**src/rtl/instr_enc_pkg.sv**
```systemverilog
// Shared types for the instruction encoder and the immediate extender:
// immediate format select, common opcodes and the sign-extending decoder.
package instr_enc_pkg;

    typedef enum logic [1:0] {
        IMM_I = 2'b00,
        IMM_S = 2'b01,
        IMM_B = 2'b10,
        IMM_J = 2'b11
    } immsrc_e;

    localparam logic [6:0] OPC_LOAD   = 7'h03;
    localparam logic [6:0] OPC_OP_IMM = 7'h13;
    localparam logic [6:0] OPC_STORE  = 7'h23;
    localparam logic [6:0] OPC_BRANCH = 7'h63;
    localparam logic [6:0] OPC_JAL    = 7'h6F;

    // Decode side of the packing: recovers the signed byte offset from a word.
    function automatic logic [31:0] imm_extend(input logic [31:0] word, input immsrc_e fmt);
        logic [31:0] ext;
        case (fmt)
            IMM_I:   ext = {{20{word[31]}}, word[31:20]};
            IMM_S:   ext = {{20{word[31]}}, word[31:25], word[11:7]};
            IMM_B:   ext = {{20{word[31]}}, word[7], word[30:25], word[11:8], 1'b0};
            IMM_J:   ext = {{12{word[31]}}, word[19:12], word[20], word[30:21], 1'b0};
            default: ext = 32'h0000_0000;
        endcase
        return ext;
    endfunction

endpackage

```
**src/rtl/imm_pack.sv**
```systemverilog
// Combinational field packer: places the immediate and register fields for the
// selected format and, with INSTR_ENC_RANGE_CHECK_EN, flags unencodable immediates.
module imm_pack (
    input  logic [1:0]  immsrc,
    input  logic [31:0] imm,
    input  logic [6:0]  opcode,
    input  logic [4:0]  rd,
    input  logic [4:0]  rs1,
    input  logic [4:0]  rs2,
    input  logic [2:0]  funct3,
    output logic [31:0] word,
    output logic        err
);
    import instr_enc_pkg::*;

    immsrc_e fmt_s;
    assign fmt_s = immsrc_e'(immsrc);

    // Bit placement per format; out-of-range values are simply truncated.
    always_comb begin
        word = 32'h0000_0000;
        case (fmt_s)
            IMM_I:   word = {imm[11:0], rs1, funct3, rd, opcode};
            IMM_S:   word = {imm[11:5], rs2, rs1, funct3, imm[4:0], opcode};
            IMM_B:   word = {imm[12], imm[10:5], rs2, rs1, funct3, imm[4:1], imm[11], opcode};
            IMM_J:   word = {imm[20], imm[10:1], imm[11], imm[19:12], rd, opcode};
            default: word = {imm[11:0], rs1, funct3, rd, opcode};
        endcase
    end

`ifdef INSTR_ENC_RANGE_CHECK_EN
    // An immediate fits when every bit above the field's sign bit copies it.
    always_comb begin
        err = 1'b0;
        case (fmt_s)
            IMM_I, IMM_S: err = !((&imm[31:11]) || !(|imm[31:11]));
            IMM_B:        err = !((&imm[31:12]) || !(|imm[31:12])) || imm[0];
            IMM_J:        err = !((&imm[31:20]) || !(|imm[31:20])) || imm[0];
            default:      err = 1'b0;
        endcase
    end
`else
    logic unused_imm_s;
    assign unused_imm_s = ^imm[31:21];
    assign err = 1'b0;
`endif

endmodule

```
**src/rtl/instr_encoder.sv**
```systemverilog
// Instruction encoder with a single valid/ready output register stage.
// Optional range checking and error counting: INSTR_ENC_RANGE_CHECK_EN.
module instr_encoder #(
    parameter int ERRCNT_W = 8
) (
    input  logic                clk,
    input  logic                reset,
    input  logic                in_valid,
    output logic                in_ready,
    input  logic [1:0]          immsrc,
    input  logic [31:0]         imm,
    input  logic [6:0]          opcode,
    input  logic [4:0]          rd,
    input  logic [4:0]          rs1,
    input  logic [4:0]          rs2,
    input  logic [2:0]          funct3,
    output logic                out_valid,
    input  logic                out_ready,
    output logic [31:0]         instr,
    output logic                err,
    input  logic                err_clr,
    output logic [ERRCNT_W-1:0] err_cnt
);
    import instr_enc_pkg::*;

    logic [31:0] pack_word_s;
    logic        pack_err_s;
    logic        accept_s;
    logic        out_valid_r;
    logic [31:0] instr_r;
    logic        err_r;

    imm_pack u_imm_pack (
        .immsrc (immsrc),
        .imm    (imm),
        .opcode (opcode),
        .rd     (rd),
        .rs1    (rs1),
        .rs2    (rs2),
        .funct3 (funct3),
        .word   (pack_word_s),
        .err    (pack_err_s)
    );

    assign in_ready  = !out_valid_r || out_ready;
    assign accept_s  = in_valid && in_ready;
    assign out_valid = out_valid_r;
    assign instr     = instr_r;
    assign err       = err_r;

    // Output stage: load on accept, drop valid when taken, otherwise hold.
    always_ff @(posedge clk) begin
        if (reset) begin
            out_valid_r <= 1'b0;
            instr_r     <= 32'h0000_0000;
            err_r       <= 1'b0;
        end else if (accept_s) begin
            out_valid_r <= 1'b1;
            instr_r     <= pack_word_s;
            err_r       <= pack_err_s;
        end else if (out_ready) begin
            out_valid_r <= 1'b0;
        end else begin
            out_valid_r <= out_valid_r;
        end
    end

`ifdef INSTR_ENC_RANGE_CHECK_EN
    logic [ERRCNT_W-1:0] err_cnt_r;

    // Saturating count of accepted flagged words; a clear beats a new error.
    always_ff @(posedge clk) begin
        if (reset) begin
            err_cnt_r <= {ERRCNT_W{1'b0}};
        end else if (err_clr) begin
            err_cnt_r <= {ERRCNT_W{1'b0}};
        end else if (accept_s && pack_err_s && (err_cnt_r != {ERRCNT_W{1'b1}})) begin
            err_cnt_r <= err_cnt_r + {{(ERRCNT_W-1){1'b0}}, 1'b1};
        end else begin
            err_cnt_r <= err_cnt_r;
        end
    end

    assign err_cnt = err_cnt_r;
`else
    logic unused_err_clr_s;
    assign unused_err_clr_s = err_clr;
    assign err_cnt = {ERRCNT_W{1'b0}};
`endif

endmodule

```
**config.mk**
```make
export PLATFORM = sky130hd
export DESIGN_NAME = instr_encoder
export DESIGN_NICKNAME = d
export VERILOG_FILES = /design/src/rtl/instr_enc_pkg.sv /design/src/rtl/imm_pack.sv /design/src/rtl/instr_encoder.sv
export SDC_FILE = /design/constraint.sdc
export NUM_CORES = 1
export LEC_CHECK = 0
export ABC_AREA = 1
export ABC_CLOCK_PERIOD_IN_PS = 2350
export BUFFER_PORTS_ARGS = -buffer_cell sky130_fd_sc_hd__buf_2
export CAP_MARGIN = 20
export CORE_MARGIN = 1.5
export CORE_UTILIZATION = 47
export CTS_BUF_LIST = sky130_fd_sc_hd__clkbuf_8
export DETAILED_ROUTE_END_ITERATION = 10
export GPL_ROUTABILITY_DRIVEN = 0
export PLACE_DENSITY_LB_ADDON = 0.08
export SYNTH_ARGS = -nofsm -noshare
export SYNTH_HDL_FRONTEND = slang
export SYNTH_SLANG_ARGS = --single-unit
```
**constraint.sdc**
```tcl
create_clock -name clk -period 2.35 [get_ports clk]
set_input_delay 0.1175 -clock clk [delete_from_list [all_inputs] [get_ports clk]]
set_output_delay 0.1175 -clock clk [all_outputs]
set_load 0.05 [all_outputs]
```
# Word-level counts from Yosys, hierarchy flattened
# Index checks and enable logic that the tools add are counted.
[word_totals] regBits=33 latch_bits=0 ramBits=0 mem_bits_ro=0 inputBits=64 word_cells=13 memories=0
[classes] add_sub_neg=0 multipliers=0 n_div=0 n_lt_le_gt_ge=0 eq_ne=3 shifts=0 n_mux=3 n_bitwise=0 n_reduce_logical=5
[ops] cell="one-hot mux 32 bit (4 select lines)" count=1
[ops] cell="equality test 2 bit (second input constant)" count=2
[ops] cell="equality test 2 x 1 -> 1 bit (second input constant)" count=1
[ops] cell="logical NOT 2 bit" count=1
[ops] cell="two-way mux 1 bit" count=2
[ops] cell="nonzero test 2 bit" count=1
[ops] cell="logical AND 1 bit" count=1
[ops] cell="logical NOT 1 bit" count=1
[ops] cell="logical OR 1 bit" count=1

# Longest topological paths before layout
[depth] word_depth=4 mapped_depth=7 ltp_nobuf=7

# Modules after synthesis
# From an unflattened synthesis, not the netlist that was laid out.
[unflattened] hier_cells=314 area_unflattened_um2=1995.7
[modules_own_cells] module="instr_encoder" instances=1 cells_each=230 area_per_inst_um2=1579.0 seq_area_each_um2=680.7
[modules_own_cells] module="imm_pack" instances=1 cells_each=84 area_per_inst_um2=416.6 seq_area_each_um2=0.0

# Worst setup path after synthesis
# OpenSTA, ideal clock, no wires.
[synth_path] kind="register to register" from="reg out_valid_r, in the netlist out_valid" to="reg instr_r[10], in the netlist instr[10]" arrival_ns=1.496 slack_ns=0.746 stages_incl_launch_ff=7 n_path_buf=1 cell_sequence="dfxtp_1 -> nand2_2 -> nand2_1 -> buf_4 -> a21oi_1 -> nand2_1 -> inv_1"
[synth_between] elab_chain_len=3
[synth_lines] item="start, declared" line="instr_encoder.sv:29" rtl="logic out_valid_r;"
[synth_lines] item="start signal, assigned" line="instr_encoder.sv:64" rtl="out_valid_r <= out_valid_r;"
[synth_lines] item="logical NOT 1 bit" line="instr_encoder.sv:45" rtl="assign in_ready = !out_valid_r || out_ready;"
[synth_lines] item="logical OR 1 bit" line="instr_encoder.sv:45"
[synth_lines] item="net in_ready" line="instr_encoder.sv:9" rtl="output logic in_ready,"
[synth_lines] item="logical AND 1 bit" line="instr_encoder.sv:46" rtl="assign accept_s = in_valid && in_ready;"
[synth_lines] item="end signal, assigned" line="instr_encoder.sv:59" rtl="instr_r <= pack_word_s;"
[synth_lines] item="end, declared" line="instr_encoder.sv:30" rtl="logic [31:0] instr_r;"
# The timed path passes the listed nets, and every way through them passes these cells.
# A chain may end at the register's enable or synchronous reset.

# Final worst setup path
[layout_path] from="reg out_valid_r, in the netlist out_valid" to="reg instr_r[20], in the netlist instr[20]"
[layout_between] elab_chain_len=3
[layout_lines] item="logical NOT 1 bit" line="instr_encoder.sv:45"
[layout_lines] item="logical OR 1 bit" line="instr_encoder.sv:45"
[layout_lines] item="logical AND 1 bit" line="instr_encoder.sv:46"
# No other way between the ends.

==> impl_metrics.py <==
metrics = {
    "status": {
        "status": "completed",
    },
    "detailed_routing": {
        "routed_via_density": 4.46,
        "dr.pass1.iters": 4,
        "ant_nets": 0,
        "wl_per_cell_microns": 9.46,
        "wl_microns": 3490,
        "drc_errors": 0,
        "first_iter_violations": 77,
        "vias": 1646,
    },
    "finish": {
        "final_cells": 369,
        "layout_common_cells": "buf_2, nor2_1, nand2_1",
        "areaGrowthSynthToFinish_pct": 27.8,
        "layout_commonest_cell": "buf_2",
        "fin_nets": 386,
        "antennaDiodeCount": 0,
        "layout-drive-gt1-share_pct": 32.2,
        "fillers": 353,
    },
    "place": {
        "hpwl_microns": 2560,
        "dp.cells": 361,
        "portBuffers": 85,
        "place_ws_ns": 0.946,
    },
    "synthesis": {
        "ys_types": 18,
        "ys_seq_area_share_pct": 40.2,
        "ys_seq_elements": 33,
        "syn_inst": 241,
        "ys_warn_count": 0,
        "synth_area_leaders": "dfxtp_1, nor2_1, nand2_1",
        "synth.largest_area_cell": "dfxtp_1",
        "synth_area_sq_um": 1640,
        "yosysTopAreaCellShare_pct": 40.2,
        "avgSynthCellArea_sq_um": 6.82,
    },
    "floorplanning": {
        "core_area_sq_um": 3340,
        "die_area_sq_um": 3860,
        "initial_core_util_pct": 49.3,
        "fp-row-count": 21,
        "die_w_microns": 62.1,
        "die_h_microns": 62.1,
        "io_pins": 107,
    },
    "global_routing": {
        "grt_max_degree": 36,
        "antenna_found_initial": 0,
        "grt_pass1_wl_microns": 6020,
        "grt_pass1_vias": 1428,
        "grt_use_total_pct": 18.9,
        "gr-total-overflow": 0,
    },
    "clock_network": {
        "cts_tree": "yes",
        "cts.sinks": 33,
        "max-clock-path-buffers": 2,
        "cts-htree-levels": 2,
        "clock_latency_ns": 0.27,
        "cts_setup_buffers": 0,
        "cts_resized": 0,
        "path_clk_slew_ns": 0.06,
        "ctsRootBufferMaster": "clkbuf_8",
        "cts-buffers-inserted": 5,
        "ctsHoldBuffers": 0,
    },
    "sta": {
        "skew_ns": 0.00298,
        "hold_viol_final": 0,
        "rsz0062_at_grt": "false",
        "final.setup.tns_ns": 0,
        "layout_worst_path_cycle_share_pct": 59.5,
        "tightest_slew_ns": 0.632,
        "max_freq_mhz": 715,
        "slew_headroom_pct": 57.8,
        "maxSlewViolCount": 0,
        "setup_ws_ns": 0.951,
        "setup_viol": 0,
        "min_period_ns": 1.40,
    },
    "critical_path": {
        "endpoint_kind": "flop",
        "crit_top_cell": "nor2_1",
        "r2r_slack_ns": 0.95,
        "r2r_end": "instr[20]",
        "worstSetupPathType": "flop to flop",
        "critPathRequiredTime_ns": 2.52,
        "crit_slowest_cell": "buf_4",
        "start_kind": "flop",
        "crit_path_end": "instr[20]",
        "arrival_ns": 1.57,
        "reg2reg_from": "out_valid",
        "cpPeakStageDelay_ns": 0.39,
        "rr_worst_depth": 5,
        "startpoint": "out_valid",
        "cp_max_fo": 35,
        "path_cells": "a21oi_4, buf_4, nand3_1, nor2_1, nor2_1",
    },
    "run": {
        "drv_cap": 0,
    },
    "min_path": {
        "min-delay-path-class": "input pin to flop",
        "min_from": "opcode[5]",
    },
    "power_and_ir_drop": {
        "ir_worst_vdd_mv": 0.421,
        "power_density_nw_per_um2": 719,
        "p_leak_uw": 0.00122,
    },
}
worst min path at each step:
stage / endpoint / depth (start not counted) / slack (ns)
2_1_floorplan: instr[5] / 2 / 0.26
3_3_place_gp: instr[5] / 3 / 0.36
3_5_place_dp: instr[5] / 3 / 0.36
4_1_cts: instr[5] / 3 / 0.08
5_1_grt: instr[4] / 3 / 0.09
6_report: instr[5] / 3 / 0.08
synthesized netlist by cell type:
master,n
nor2_2,1
nand2_1,38
buf_6,6
buf_4,11
buf_2,3
o21ai_0,10
o21ai_1,14
dfxtp_1,33
nand2_2,1
nand2_4,3
nand3_1,22
nor2_1,56
a21boi_1,1
a21oi_1,9
inv_2,4
a21oi_4,1
conb_1,1
inv_1,27
layer usage:
layer / vias to the layer above / part of all wire, % / GRT usage [%]
met4: 0 / 0.49 / 4.17
met5: - / 0 / 0
met2: 56 / 47 / 33.0
met1: 703 / 46 / 22.2
li1: 885 / - / -
met3: 2 / 7.1 / 6.88
layout make-up:
cell class	count	area [sq um]	share of cell area [%]
well taps	46	57.6	2.74
multi-input cells	165	732	34.8
clock inverters	1	5.00	0.238
repair buffers	86	433	20.6
inverters	31	116	5.54
clock buffers	7	96.3	4.59
flip-flops and latches	33	661	31.4
metrics by stage:
stage | cell area, sq um | hold WS (ns) | utilization (%) | total power (uW)
after detailed placement | 2000 | 0.364 | 59.9 | 1070
after CTS | 2100 | 0.0767 | 63.0 | 1530
after global placement | 2000 | 0.355 | 59.9 | 1070
after global routing | 2100 | 0.0886 | 63.0 | 1600
final | 2100 | 0.0814 | 63.0 | 1510
after floorplan | 1670 | 0.263 | - | 986
report_power, final:
group / leakage (uW) / switching (uW) / internal, uW
combinational: 0.000893 / 319 / 112
clock: 0.0000542 / 189 / 264
sequential: 0.000274 / 20.8 / 605
total: 0.00122 / 528 / 982
kinds of logic (layout without fill, tap and decap cells):
group	after synthesis	count (layout)	synth area share, %
simple gates	121	121	31.0
buf+inv	51	125	17.1
compound gates	35	35	11.5
flops	33	33	40.2
other cells	1	9	0.228
state kept, by name, summed over array words and instances, names as in the netlist:
| register | flops |
|---|---|
| out_valid | 1 |
| instr | 32 |
critical path, delay by kind of cell, from the launching register on:
kind,cells,cell delay (ns)
buffers and inverters,1,0.39
flip-flops,1,0.35
AO/OA/AOI/OAI,1,0.28
AND/OR/NAND/NOR,3,0.27
Note: power is estimated with default switching activity, not from simulation.
